<file path="config.mk">
export PLATFORM = sky130hd
export DESIGN_NAME = uart_fifo_ip
export DESIGN_NICKNAME = d
export VERILOG_FILES = /design/src/rtl/uart_pkg.sv /design/src/rtl/uart_fifo.sv /design/src/rtl/uart_fifo_ip.sv
export SDC_FILE = /design/constraint.sdc
export NUM_CORES = 1
export LEC_CHECK = 0
export CORE_MARGIN = 4
export CORE_UTILIZATION = 35
export CTS_BUF_LIST = sky130_fd_sc_hd__clkbuf_8
export CTS_CLUSTER_SIZE = 12
export DETAILED_ROUTE_END_ITERATION = 8
export GPL_TIMING_DRIVEN = 0
export PLACE_DENSITY = 0.58
export SETUP_SLACK_MARGIN = 0.5
export SYNTH_ARGS = -nofsm -noshare
export SYNTH_HDL_FRONTEND = slang
export SYNTH_SLANG_ARGS = --single-unit
export TNS_END_PERCENT = 20
</file>
<file path="constraint.sdc">
create_clock -name PCLK -period 3.59 [get_ports PCLK]
set_input_delay 0.5385 -clock PCLK [delete_from_list [all_inputs] [get_ports PCLK]]
set_output_delay 0.5385 -clock PCLK [all_outputs]
set_load 0.01 [all_outputs]
</file>
<file path="src/rtl/uart_pkg.sv">
// Shared register map, bit positions, state encodings and helpers for the APB UART.
package uart_pkg;

  // Register word index (PADDR[4:2])
  localparam logic [2:0] REG_CTRL    = 3'd0;
  localparam logic [2:0] REG_STAT    = 3'd1;
  localparam logic [2:0] REG_TXDATA  = 3'd2;
  localparam logic [2:0] REG_RXDATA  = 3'd3;
  localparam logic [2:0] REG_BAUDDIV = 3'd4;
  localparam logic [2:0] REG_IRQEN   = 3'd5;
  localparam logic [2:0] REG_RXTHR   = 3'd6;

  // CTRL bit positions
  localparam int unsigned CTRL_EN      = 0;
  localparam int unsigned CTRL_PEN     = 1;
  localparam int unsigned CTRL_PODD    = 2;
  localparam int unsigned CTRL_STOP2   = 3;
  localparam int unsigned CTRL_WLEN    = 4;
  localparam int unsigned CTRL_TXFLUSH = 6;
  localparam int unsigned CTRL_RXFLUSH = 7;

  // STAT sticky-flag bit positions (W1C)
  localparam int unsigned STAT_PERR = 5;
  localparam int unsigned STAT_FERR = 6;
  localparam int unsigned STAT_OVR  = 7;

  // WLEN codes
  localparam logic [1:0] WLEN_5 = 2'd0;
  localparam logic [1:0] WLEN_6 = 2'd1;
  localparam logic [1:0] WLEN_7 = 2'd2;
  localparam logic [1:0] WLEN_8 = 2'd3;

  typedef enum logic [2:0] {TX_IDLE, TX_START, TX_DATA, TX_PARITY, TX_STOP} tx_state_t;
  typedef enum logic [2:0] {RX_IDLE, RX_START, RX_DATA, RX_PARITY, RX_STOP} rx_state_t;

  // Mask covering the active data bits of a frame
  function automatic logic [7:0] wlen_mask(input logic [1:0] wlen);
    return 8'hFF >> (3'd3 - 3'(wlen));
  endfunction

  // Parity bit to transmit: even = XOR of data bits, odd = its inverse
  function automatic logic calc_parity(input logic [7:0] data, input logic [1:0] wlen,
                                       input logic podd);
    return (^(data & wlen_mask(wlen))) ^ podd;
  endfunction

endpackage

</file>
<file path="src/rtl/uart_fifo.sv">
// Synchronous FIFO with flush; push is accepted when full only if a pop happens the same cycle.
module uart_fifo #(
  parameter int unsigned DEPTH = 16,
  parameter int unsigned WIDTH = 8,
  parameter int unsigned LVL_W = $clog2(DEPTH) + 1
) (
  input  logic             clk,
  input  logic             rst,
  input  logic             push,
  input  logic             pop,
  input  logic             flush,
  input  logic [WIDTH-1:0] wdata,
  output logic [WIDTH-1:0] rdata,
  output logic             full,
  output logic             empty,
  output logic [LVL_W-1:0] level
);

  localparam int unsigned AW = $clog2(DEPTH);

  logic [WIDTH-1:0] mem [DEPTH];
  logic [AW-1:0]    wr_ptr;
  logic [AW-1:0]    rd_ptr;
  logic [LVL_W-1:0] count;
  logic             do_push;
  logic             do_pop;

  assign empty   = (count == '0);
  assign full    = (count == LVL_W'(DEPTH));
  assign level   = count;
  assign rdata   = mem[rd_ptr];
  assign do_pop  = pop & ~empty;
  assign do_push = push & (~full | do_pop);

  // Pointer and occupancy tracking; flush overrides any concurrent push/pop
  always_ff @(posedge clk) begin
    if (rst || flush) begin
      wr_ptr <= '0;
      rd_ptr <= '0;
      count  <= '0;
    end else begin
      if (do_push) wr_ptr <= wr_ptr + AW'(1);
      if (do_pop)  rd_ptr <= rd_ptr + AW'(1);
      case ({do_push, do_pop})
        2'b10:   count <= count + LVL_W'(1);
        2'b01:   count <= count - LVL_W'(1);
        default: count <= count;
      endcase
    end
  end

  // Storage array, no reset needed
  always_ff @(posedge clk) begin
    if (do_push && !flush) mem[wr_ptr] <= wdata;
  end

endmodule

</file>
<file path="src/rtl/uart_fifo_ip.sv">
// APB3 UART with TX/RX FIFOs, 16x-oversampled baud divider, parity, stop bits and level IRQs.
module uart_fifo_ip
  import uart_pkg::*;
#(
  parameter int unsigned FIFO_DEPTH = 16,
  parameter logic [15:0] DIV_RST    = 16'd42,
  parameter int unsigned ADDR_W     = 32,
  parameter int unsigned DATA_W     = 32
) (
  input  logic              PCLK,
  input  logic              PRESET,
  input  logic [ADDR_W-1:0] PADDR,
  input  logic              PWRITE,
  input  logic [DATA_W-1:0] PWDATA,
  input  logic [3:0]        PSTRB,
  input  logic              PSEL,
  input  logic              PENABLE,
  output logic [DATA_W-1:0] PRDATA,
  output logic              PREADY,
  output logic              PSLVERR,
  output logic              irqs1_rxuart,
  output logic              irqs2_txuart,
  output logic              o_uart_tx,
  input  logic              i_uart_rx
);

  localparam int unsigned LVL_W = $clog2(FIFO_DEPTH) + 1;

  logic en, pen, podd, stop2;
  logic [1:0]  wlen;
  logic [15:0] bauddiv, baud_cnt;
  logic [2:0]  irqen;
  logic [7:0]  rxthr;
  logic perr, ferr, ovr;
  logic [2:0]  reg_sel;
  logic access_c, slverr_c, wr_ok, rd_ok, tick, baud_wr_c, stat_w1c;
  logic [31:0] rd_val;

  logic tx_push, tx_pop, tx_flush, tx_full, tx_empty;
  logic rx_push, rx_pop, rx_flush, rx_full, rx_empty;
  logic [7:0] tx_head, rx_head;
  logic [LVL_W-1:0] tx_level, rx_level;

  tx_state_t tx_state;
  logic [4:0] tx_tcnt;
  logic [2:0] tx_bcnt;
  logic [7:0] tx_shreg;
  logic [1:0] tx_wlen;
  logic tx_par, tx_pen, tx_stop2, tx_line, tbusy;
  logic tx_bit_end_c, tx_stop_end_c, tx_load_c;

  rx_state_t rx_state;
  logic [3:0] rx_tcnt;
  logic [2:0] rx_bcnt;
  logic [7:0] rx_shreg, rx_byte_c;
  logic [1:0] rx_wlen;
  logic rx_s1, rx_s2, rx_par, rx_pen, rx_podd;
  logic rx_mid_c, rx_stop_c, perr_set_c, ferr_set_c, ovr_set_c;

  logic unused_bits;
  assign unused_bits = ^{PADDR[ADDR_W-1:5], PADDR[1:0], PWDATA[DATA_W-1:16], PSTRB[3:2]};

  // APB decode and error response
  assign reg_sel   = PADDR[4:2];
  assign access_c  = PSEL & PENABLE;
  assign slverr_c  = access_c & ((reg_sel == 3'd7) ||
                                 (PWRITE && reg_sel == REG_TXDATA && tx_full) ||
                                 (!PWRITE && reg_sel == REG_RXDATA && rx_empty));
  assign wr_ok     = access_c & PWRITE & ~slverr_c;
  assign rd_ok     = access_c & ~PWRITE & ~slverr_c;
  assign PREADY    = 1'b1;
  assign PSLVERR   = slverr_c;
  assign PRDATA    = DATA_W'(rd_val);
  assign tx_push   = wr_ok & (reg_sel == REG_TXDATA) & PSTRB[0];
  assign tx_flush  = wr_ok & (reg_sel == REG_CTRL) & PSTRB[0] & PWDATA[CTRL_TXFLUSH];
  assign rx_flush  = wr_ok & (reg_sel == REG_CTRL) & PSTRB[0] & PWDATA[CTRL_RXFLUSH];
  assign rx_pop    = rd_ok & (reg_sel == REG_RXDATA);
  assign baud_wr_c = wr_ok & (reg_sel == REG_BAUDDIV);
  assign stat_w1c  = wr_ok & (reg_sel == REG_STAT) & PSTRB[0];
  assign tbusy     = (tx_state != TX_IDLE);

  // Combinational read mux; zero outside a valid read access
  always_comb begin
    rd_val = '0;
    if (rd_ok) begin
      case (reg_sel)
        REG_CTRL:    rd_val = {26'd0, wlen, stop2, podd, pen, en};
        REG_STAT:    rd_val = {8'd0, 8'(rx_level), 8'(tx_level), ovr, ferr, perr, tbusy,
                               rx_empty, rx_full, tx_empty, tx_full};
        REG_RXDATA:  rd_val = {24'd0, rx_head};
        REG_BAUDDIV: rd_val = {16'd0, bauddiv};
        REG_IRQEN:   rd_val = {29'd0, irqen};
        REG_RXTHR:   rd_val = {24'd0, rxthr};
        default:     rd_val = '0;
      endcase
    end
  end

  // Configuration registers with byte-lane strobes
  always_ff @(posedge PCLK) begin
    if (PRESET) begin
      en <= 1'b0; pen <= 1'b0; podd <= 1'b0; stop2 <= 1'b0; wlen <= WLEN_8;
      bauddiv <= DIV_RST; irqen <= '0; rxthr <= 8'd1;
    end else if (wr_ok) begin
      case (reg_sel)
        REG_CTRL: if (PSTRB[0]) begin
          en    <= PWDATA[CTRL_EN];
          pen   <= PWDATA[CTRL_PEN];
          podd  <= PWDATA[CTRL_PODD];
          stop2 <= PWDATA[CTRL_STOP2];
          wlen  <= PWDATA[CTRL_WLEN +: 2];
        end
        REG_BAUDDIV: begin
          if (PSTRB[0]) bauddiv[7:0]  <= PWDATA[7:0];
          if (PSTRB[1]) bauddiv[15:8] <= PWDATA[15:8];
        end
        REG_IRQEN: if (PSTRB[0]) irqen <= PWDATA[2:0];
        REG_RXTHR: if (PSTRB[0]) rxthr <= PWDATA[7:0];
        default: ;
      endcase
    end
  end

  // Sticky error flags: hardware set wins over a same-cycle W1C
  always_ff @(posedge PCLK) begin
    if (PRESET) begin
      perr <= 1'b0; ferr <= 1'b0; ovr <= 1'b0;
    end else begin
      perr <= (perr & ~(stat_w1c & PWDATA[STAT_PERR])) | perr_set_c;
      ferr <= (ferr & ~(stat_w1c & PWDATA[STAT_FERR])) | ferr_set_c;
      ovr  <= (ovr  & ~(stat_w1c & PWDATA[STAT_OVR]))  | ovr_set_c;
    end
  end

  // Baud divider: one-cycle tick when count reaches BAUDDIV, restarted by any BAUDDIV write
  assign tick = (baud_cnt == bauddiv);
  always_ff @(posedge PCLK) begin
    if (PRESET || baud_wr_c || tick) baud_cnt <= '0;
    else                             baud_cnt <= baud_cnt + 16'd1;
  end

  uart_fifo #(.DEPTH(FIFO_DEPTH), .WIDTH(8), .LVL_W(LVL_W)) u_tx_fifo (
    .clk(PCLK), .rst(PRESET), .push(tx_push), .pop(tx_pop), .flush(tx_flush),
    .wdata(PWDATA[7:0]), .rdata(tx_head), .full(tx_full), .empty(tx_empty), .level(tx_level)
  );

  uart_fifo #(.DEPTH(FIFO_DEPTH), .WIDTH(8), .LVL_W(LVL_W)) u_rx_fifo (
    .clk(PCLK), .rst(PRESET), .push(rx_push), .pop(rx_pop), .flush(rx_flush),
    .wdata(rx_byte_c), .rdata(rx_head), .full(rx_full), .empty(rx_empty), .level(rx_level)
  );

  // TX frame timing; a new frame may start straight out of the last stop tick
  assign tx_bit_end_c  = tick & (tx_tcnt == 5'd15);
  assign tx_stop_end_c = tick & (tx_tcnt == (tx_stop2 ? 5'd31 : 5'd15));
  assign tx_load_c     = en & ~tx_empty &
                         ((tx_state == TX_IDLE) || (tx_state == TX_STOP && tx_stop_end_c));
  assign tx_pop        = tx_load_c;
  assign o_uart_tx     = tx_line;

  // TX engine: shifts the popped byte out LSB first with registered line output
  always_ff @(posedge PCLK) begin
    if (PRESET || !en) begin
      tx_state <= TX_IDLE; tx_line <= 1'b1; tx_tcnt <= '0; tx_bcnt <= '0;
      if (PRESET) begin
        tx_shreg <= '0; tx_par <= 1'b0; tx_wlen <= WLEN_8; tx_pen <= 1'b0; tx_stop2 <= 1'b0;
      end
    end else if (tx_load_c) begin
      tx_state <= TX_START; tx_line <= 1'b0; tx_tcnt <= '0; tx_bcnt <= '0;
      tx_shreg <= tx_head;
      tx_par   <= calc_parity(tx_head, wlen, podd);
      tx_wlen  <= wlen; tx_pen <= pen; tx_stop2 <= stop2;
    end else begin
      case (tx_state)
        TX_START: if (tick) begin
          if (tx_bit_end_c) begin
            tx_state <= TX_DATA; tx_tcnt <= '0;
            tx_line <= tx_shreg[0]; tx_shreg <= tx_shreg >> 1;
          end else tx_tcnt <= tx_tcnt + 5'd1;
        end
        TX_DATA: if (tick) begin
          if (tx_bit_end_c) begin
            tx_tcnt <= '0;
            if (tx_bcnt == 3'(tx_wlen) + 3'd4) begin
              tx_state <= tx_pen ? TX_PARITY : TX_STOP;
              tx_line  <= tx_pen ? tx_par : 1'b1;
            end else begin
              tx_bcnt <= tx_bcnt + 3'd1;
              tx_line <= tx_shreg[0]; tx_shreg <= tx_shreg >> 1;
            end
          end else tx_tcnt <= tx_tcnt + 5'd1;
        end
        TX_PARITY: if (tick) begin
          if (tx_bit_end_c) begin
            tx_state <= TX_STOP; tx_tcnt <= '0; tx_line <= 1'b1;
          end else tx_tcnt <= tx_tcnt + 5'd1;
        end
        TX_STOP: if (tx_stop_end_c) begin
          tx_state <= TX_IDLE; tx_tcnt <= '0;
        end else if (tick) tx_tcnt <= tx_tcnt + 5'd1;
        default: tx_line <= 1'b1;
      endcase
    end
  end

  // Two-flop synchroniser for the asynchronous RX pin, idles high
  always_ff @(posedge PCLK) begin
    if (PRESET) begin
      rx_s1 <= 1'b1; rx_s2 <= 1'b1;
    end else begin
      rx_s1 <= i_uart_rx; rx_s2 <= rx_s1;
    end
  end

  // RX sample strobes, error detection and push of the zero-extended byte
  assign rx_mid_c   = tick & (rx_tcnt == 4'd15);
  assign rx_stop_c  = en & (rx_state == RX_STOP) & rx_mid_c;
  assign perr_set_c = en & (rx_state == RX_PARITY) & rx_mid_c & (rx_s2 != (rx_par ^ rx_podd));
  assign ferr_set_c = rx_stop_c & ~rx_s2;
  assign ovr_set_c  = rx_stop_c & rx_full & ~rx_pop;
  assign rx_push    = rx_stop_c;
  assign rx_byte_c  = rx_shreg >> (3'd3 - 3'(rx_wlen));

  // RX engine: start validated mid-bit, then one sample every 16 ticks
  always_ff @(posedge PCLK) begin
    if (PRESET || !en) begin
      rx_state <= RX_IDLE; rx_tcnt <= '0; rx_bcnt <= '0;
      if (PRESET) begin
        rx_shreg <= '0; rx_par <= 1'b0; rx_wlen <= WLEN_8; rx_pen <= 1'b0; rx_podd <= 1'b0;
      end
    end else begin
      case (rx_state)
        RX_IDLE: if (!rx_s2) begin
          rx_state <= RX_START; rx_tcnt <= '0; rx_bcnt <= '0; rx_shreg <= '0; rx_par <= 1'b0;
          rx_wlen <= wlen; rx_pen <= pen; rx_podd <= podd;
        end
        RX_START: if (tick) begin
          if (rx_tcnt == 4'd7) begin
            rx_state <= rx_s2 ? RX_IDLE : RX_DATA; rx_tcnt <= '0;
          end else rx_tcnt <= rx_tcnt + 4'd1;
        end
        RX_DATA: if (tick) begin
          rx_tcnt <= rx_tcnt + 4'd1;
          if (rx_mid_c) begin
            rx_shreg <= {rx_s2, rx_shreg[7:1]};
            rx_par   <= rx_par ^ rx_s2;
            if (rx_bcnt == 3'(rx_wlen) + 3'd4) rx_state <= rx_pen ? RX_PARITY : RX_STOP;
            else                               rx_bcnt <= rx_bcnt + 3'd1;
          end
        end
        RX_PARITY: if (tick) begin
          rx_tcnt <= rx_tcnt + 4'd1;
          if (rx_mid_c) rx_state <= RX_STOP;
        end
        RX_STOP: if (tick) begin
          rx_tcnt <= rx_tcnt + 4'd1;
          if (rx_mid_c) rx_state <= RX_IDLE;
        end
        default: rx_state <= RX_IDLE;
      endcase
    end
  end

  // Registered level interrupts
  always_ff @(posedge PCLK) begin
    if (PRESET) begin
      irqs1_rxuart <= 1'b0; irqs2_txuart <= 1'b0;
    end else begin
      irqs1_rxuart <= (irqen[0] & (8'(rx_level) >= rxthr) & (rxthr != 8'd0)) |
                      (irqen[2] & (perr | ferr | ovr));
      irqs2_txuart <= irqen[1] & tx_empty & ~tbusy;
    end
  end

endmodule
</file>
==> metrics.txt <==
Worst Hold Class=flop to flop; Slowest Stage Delay on Critical Path=0.53 ns; placed cells=1,966; Final Critical Period=3.50 ns; DRC Markers=0; Worst setup EP type=primary output; Reg clk slew, reported paths=0.06 ns; Synth top cells by count=282 x edfxtp_1, 146 x nor2_1, 112 x dfxtp_1; Reg2Reg Depth=14; PwrDens=437 mW/mm^2; port buffer count=48; Detail Placement HPWL=28,700 um; Num CTS Buffers=69; share of cells above drive strength 1=0.175; Rows=81; Clock Skew=0.0342 ns; root buffer cell=clkbuf_8; Mean Syn Cell Area=13.9 um^2; vias in the first global route=11,000; Starting Density=0.354; Die Y=230 um; CTS tree=done; total track usage=0.158; Mapped Area=0.0173 mm^2; unrepaired setup endpoints after global routing=yes; clock sink count=394; R2R Path Start=bauddiv[5]; endpoints failing setup=0; I/O Pins=111; Top delay family on crit path=multiplexers; Lkg Pwr=7.17 nW; layout overhead on the synthesized area=17.9%; Post-synth EDFFs=282; cells along the critical path=clkbuf_16 -> buf_12 -> buf_16 -> mux4_2 -> mux4_2 -> nand2_2 -> o21ai_2 -> a21oi_2 -> nor2_2 -> buf_2; Worst slew margin=0.127; Die ar.=0.0530 mm^2; TNS Setup=0 ns; fin cells=2,108; Max-cap violations=0; most frequent CP cell=mux4_2; count of warnings emitted by yosys=0; ys flop type=edfxtp_1; # fillers=4,577; CP bufs+invs=4; Highest Clock Rate=285 MHz; first-pass GRT wire length=64,800 um; gr ovfl total=0; Placer Congestion=0.897; die width=230 um; sequential fraction of the synthesis area=0.620; Crit path arrival time=2.97 ns; post-layout util=0.417; final hold vios=0; DR vias/cell=5.04; final net count=1,491; #FFs+latches synth=394; number of distinct library cells after synthesis=68; Setup crit end=PRDATA[4]; Slew Limit Fails=0; Worst-Margin Slew=1.30 ns; R2R setup slack=0.29 ns; ranking of synthesized cells by area=edfxtp_1 49%, dfxtp_1 13%, mux4_2 6.4%, mux4_1 3.8%, nor2_1 3.2%; HP Start=rx_s1; Stages on worst setup path=10; kind of critical path=flop to primary output; critical path's slowest cell=mux4_2; most instantiated library cell after synthesis=edfxtp_1; Bufs on Longest Clock Path=3; Routed Wire Length=41,600 um; Core ar.=0.0488 mm^2; status=finished, final reports clean; worst skew pair latency=0.65 ns; Reg-to-Reg End=u_tx_fifo.level[4]; worst-path fanout max=5; Clock H-tree levels=3; initial antenna violation count=2; Post-Synthesis Cells=1,244; Worst Path Required=3.05 ns; cts hold-fix bufs=0; cell taking the most area after synthesis=edfxtp_1; asr flop ratio synth=0; Worst setup SP type=flop; ANT nets after route=0; fin crit share=0.976; top-area cell type share of the netlist area=0.490; Detailed Routing Iterations Pass 1=7; largest net degree at the start of global routing=22; maximum VDD drop=0.000237 V; initial DRC count=967; routed len/inst=19.7 um; vias after detailed routing=10,600
## power breakdown
part	internal, W	switching [W]
clock network	0.00198	0.00182
logic	0.0000718	0.000149
registers	0.00487	0.0000122
total	0.00692	0.00199
## worst reg2reg max path, delay by kind of cell, from the launching register on
kind	cells	cell delay [ns]
xor gates and xnor gates	2	0.27
and+or+nand+nor	4	1.33
AOI/OAI and AO/OA	4	0.58
DFF	1	0.36
adders and majority gates	2	0.45
buffers and inverters	2	0.25
## cells in the final DEF, fill, tap and decap left out, drive strengths merged, types with 4 or more instances in the layout
cell type,n
nor4,8
nand3,25
xnor2,28
a22oi,23
o21ai,20
mux2,5
nor3,18
a211oi,4
a21o,9
nor2,146
dfxtp,112
mux4,74
and2,23
a21oi,49
and3,17
a31oi,4
xor2,41
clkbuf,114
buf,55
a211o,6
conb,12
inv,63
mux2i,49
ha,28
or3,7
edfxtp,282
nand4,12
nor2b,16
clkinv,17
o211ai,5
nand2b,13
clkdlybuf4s50,38
nand3b,6
nand2,76
## final cells by class
class	instances	area, um^2	share of cell area
diodes	1	2.50	0.000123
plain buffers	74	489	0.0240
clock buffers	73	1000	0.0493
clock inverters	54	272	0.0133
inverters	27	114	0.00559
multi-input cells	759	6310	0.310
flip-flops and latches	394	10700	0.526
well taps	664	831	0.0408
repair buffers	62	628	0.0308
## timing repair
action	in CTS	in global routing
endpoints found under the setup margin	157	169
cloned	3	0
pin swaps	16	14
buffers inserted	10	1
resized for setup	94	15
## kinds of logic after synthesis
| family | share of synthesized area |
|---|---|
| buffers and inverters | 0.0287 |
| AO/OA/AOI/OAI | 0.0539 |
| adder cells (fa/ha/maj) | 0.0226 |
| XOR/XNOR | 0.0367 |
| flip-flops | 0.620 |
| AND/OR/NAND/NOR | 0.104 |
| other | 0.000435 |
| multiplexers | 0.134 |
## per-stage QoR
| step | total power [W] | setup WS, ns | instance area [um^2] | hold slack, ns |
|---|---|---|---|---|
| after global routing | 0.00926 | 0.0113 | 20400 | 0.414 |
| after floorplan | 0.00508 | 0.519 | 17300 | 0.389 |
| after global placement | 0.00519 | -0.584 | 18700 | 0.403 |
| after detailed placement | 0.00519 | -0.589 | 18700 | 0.400 |
| final | 0.00891 | 0.0852 | 20400 | 0.391 |
| after CTS | 0.00904 | 0.0313 | 20300 | 0.384 |
## metal layers
layer / global-route usage / wire length (um)
met3: 0.0358 / 2250
met5: 0 / 0
met4: 0.0423 / 708
met1: 0.211 / 18500
met2: 0.261 / 20100
## how the worst min path moves through the flow
stage / endpoint / slack (ns) / cells after the start
2_1_floorplan: rx_s2 / 0.39 / 1
3_3_place_gp: rx_s2 / 0.40 / 1
3_5_place_dp: rx_s2 / 0.40 / 1
4_1_cts: rx_s2 / 0.38 / 1
5_1_grt: rx_s2 / 0.41 / 1
6_report: rx_s2 / 0.39 / 1
## registers in the layout (all words and copies together), names as in the netlist, 5 cells and up, named ones only
signal / count
u_rx_fifo.mem: 128
bauddiv: 16
u_tx_fifo.mem: 128
tx_shreg: 8
rxthr: 8
u_rx_fifo.level: 5
u_tx_fifo.level: 5
tx_tcnt: 5
rx_shreg: 8
baud_cnt: 16
No activity file was read; power rests on OpenSTA's default activity.
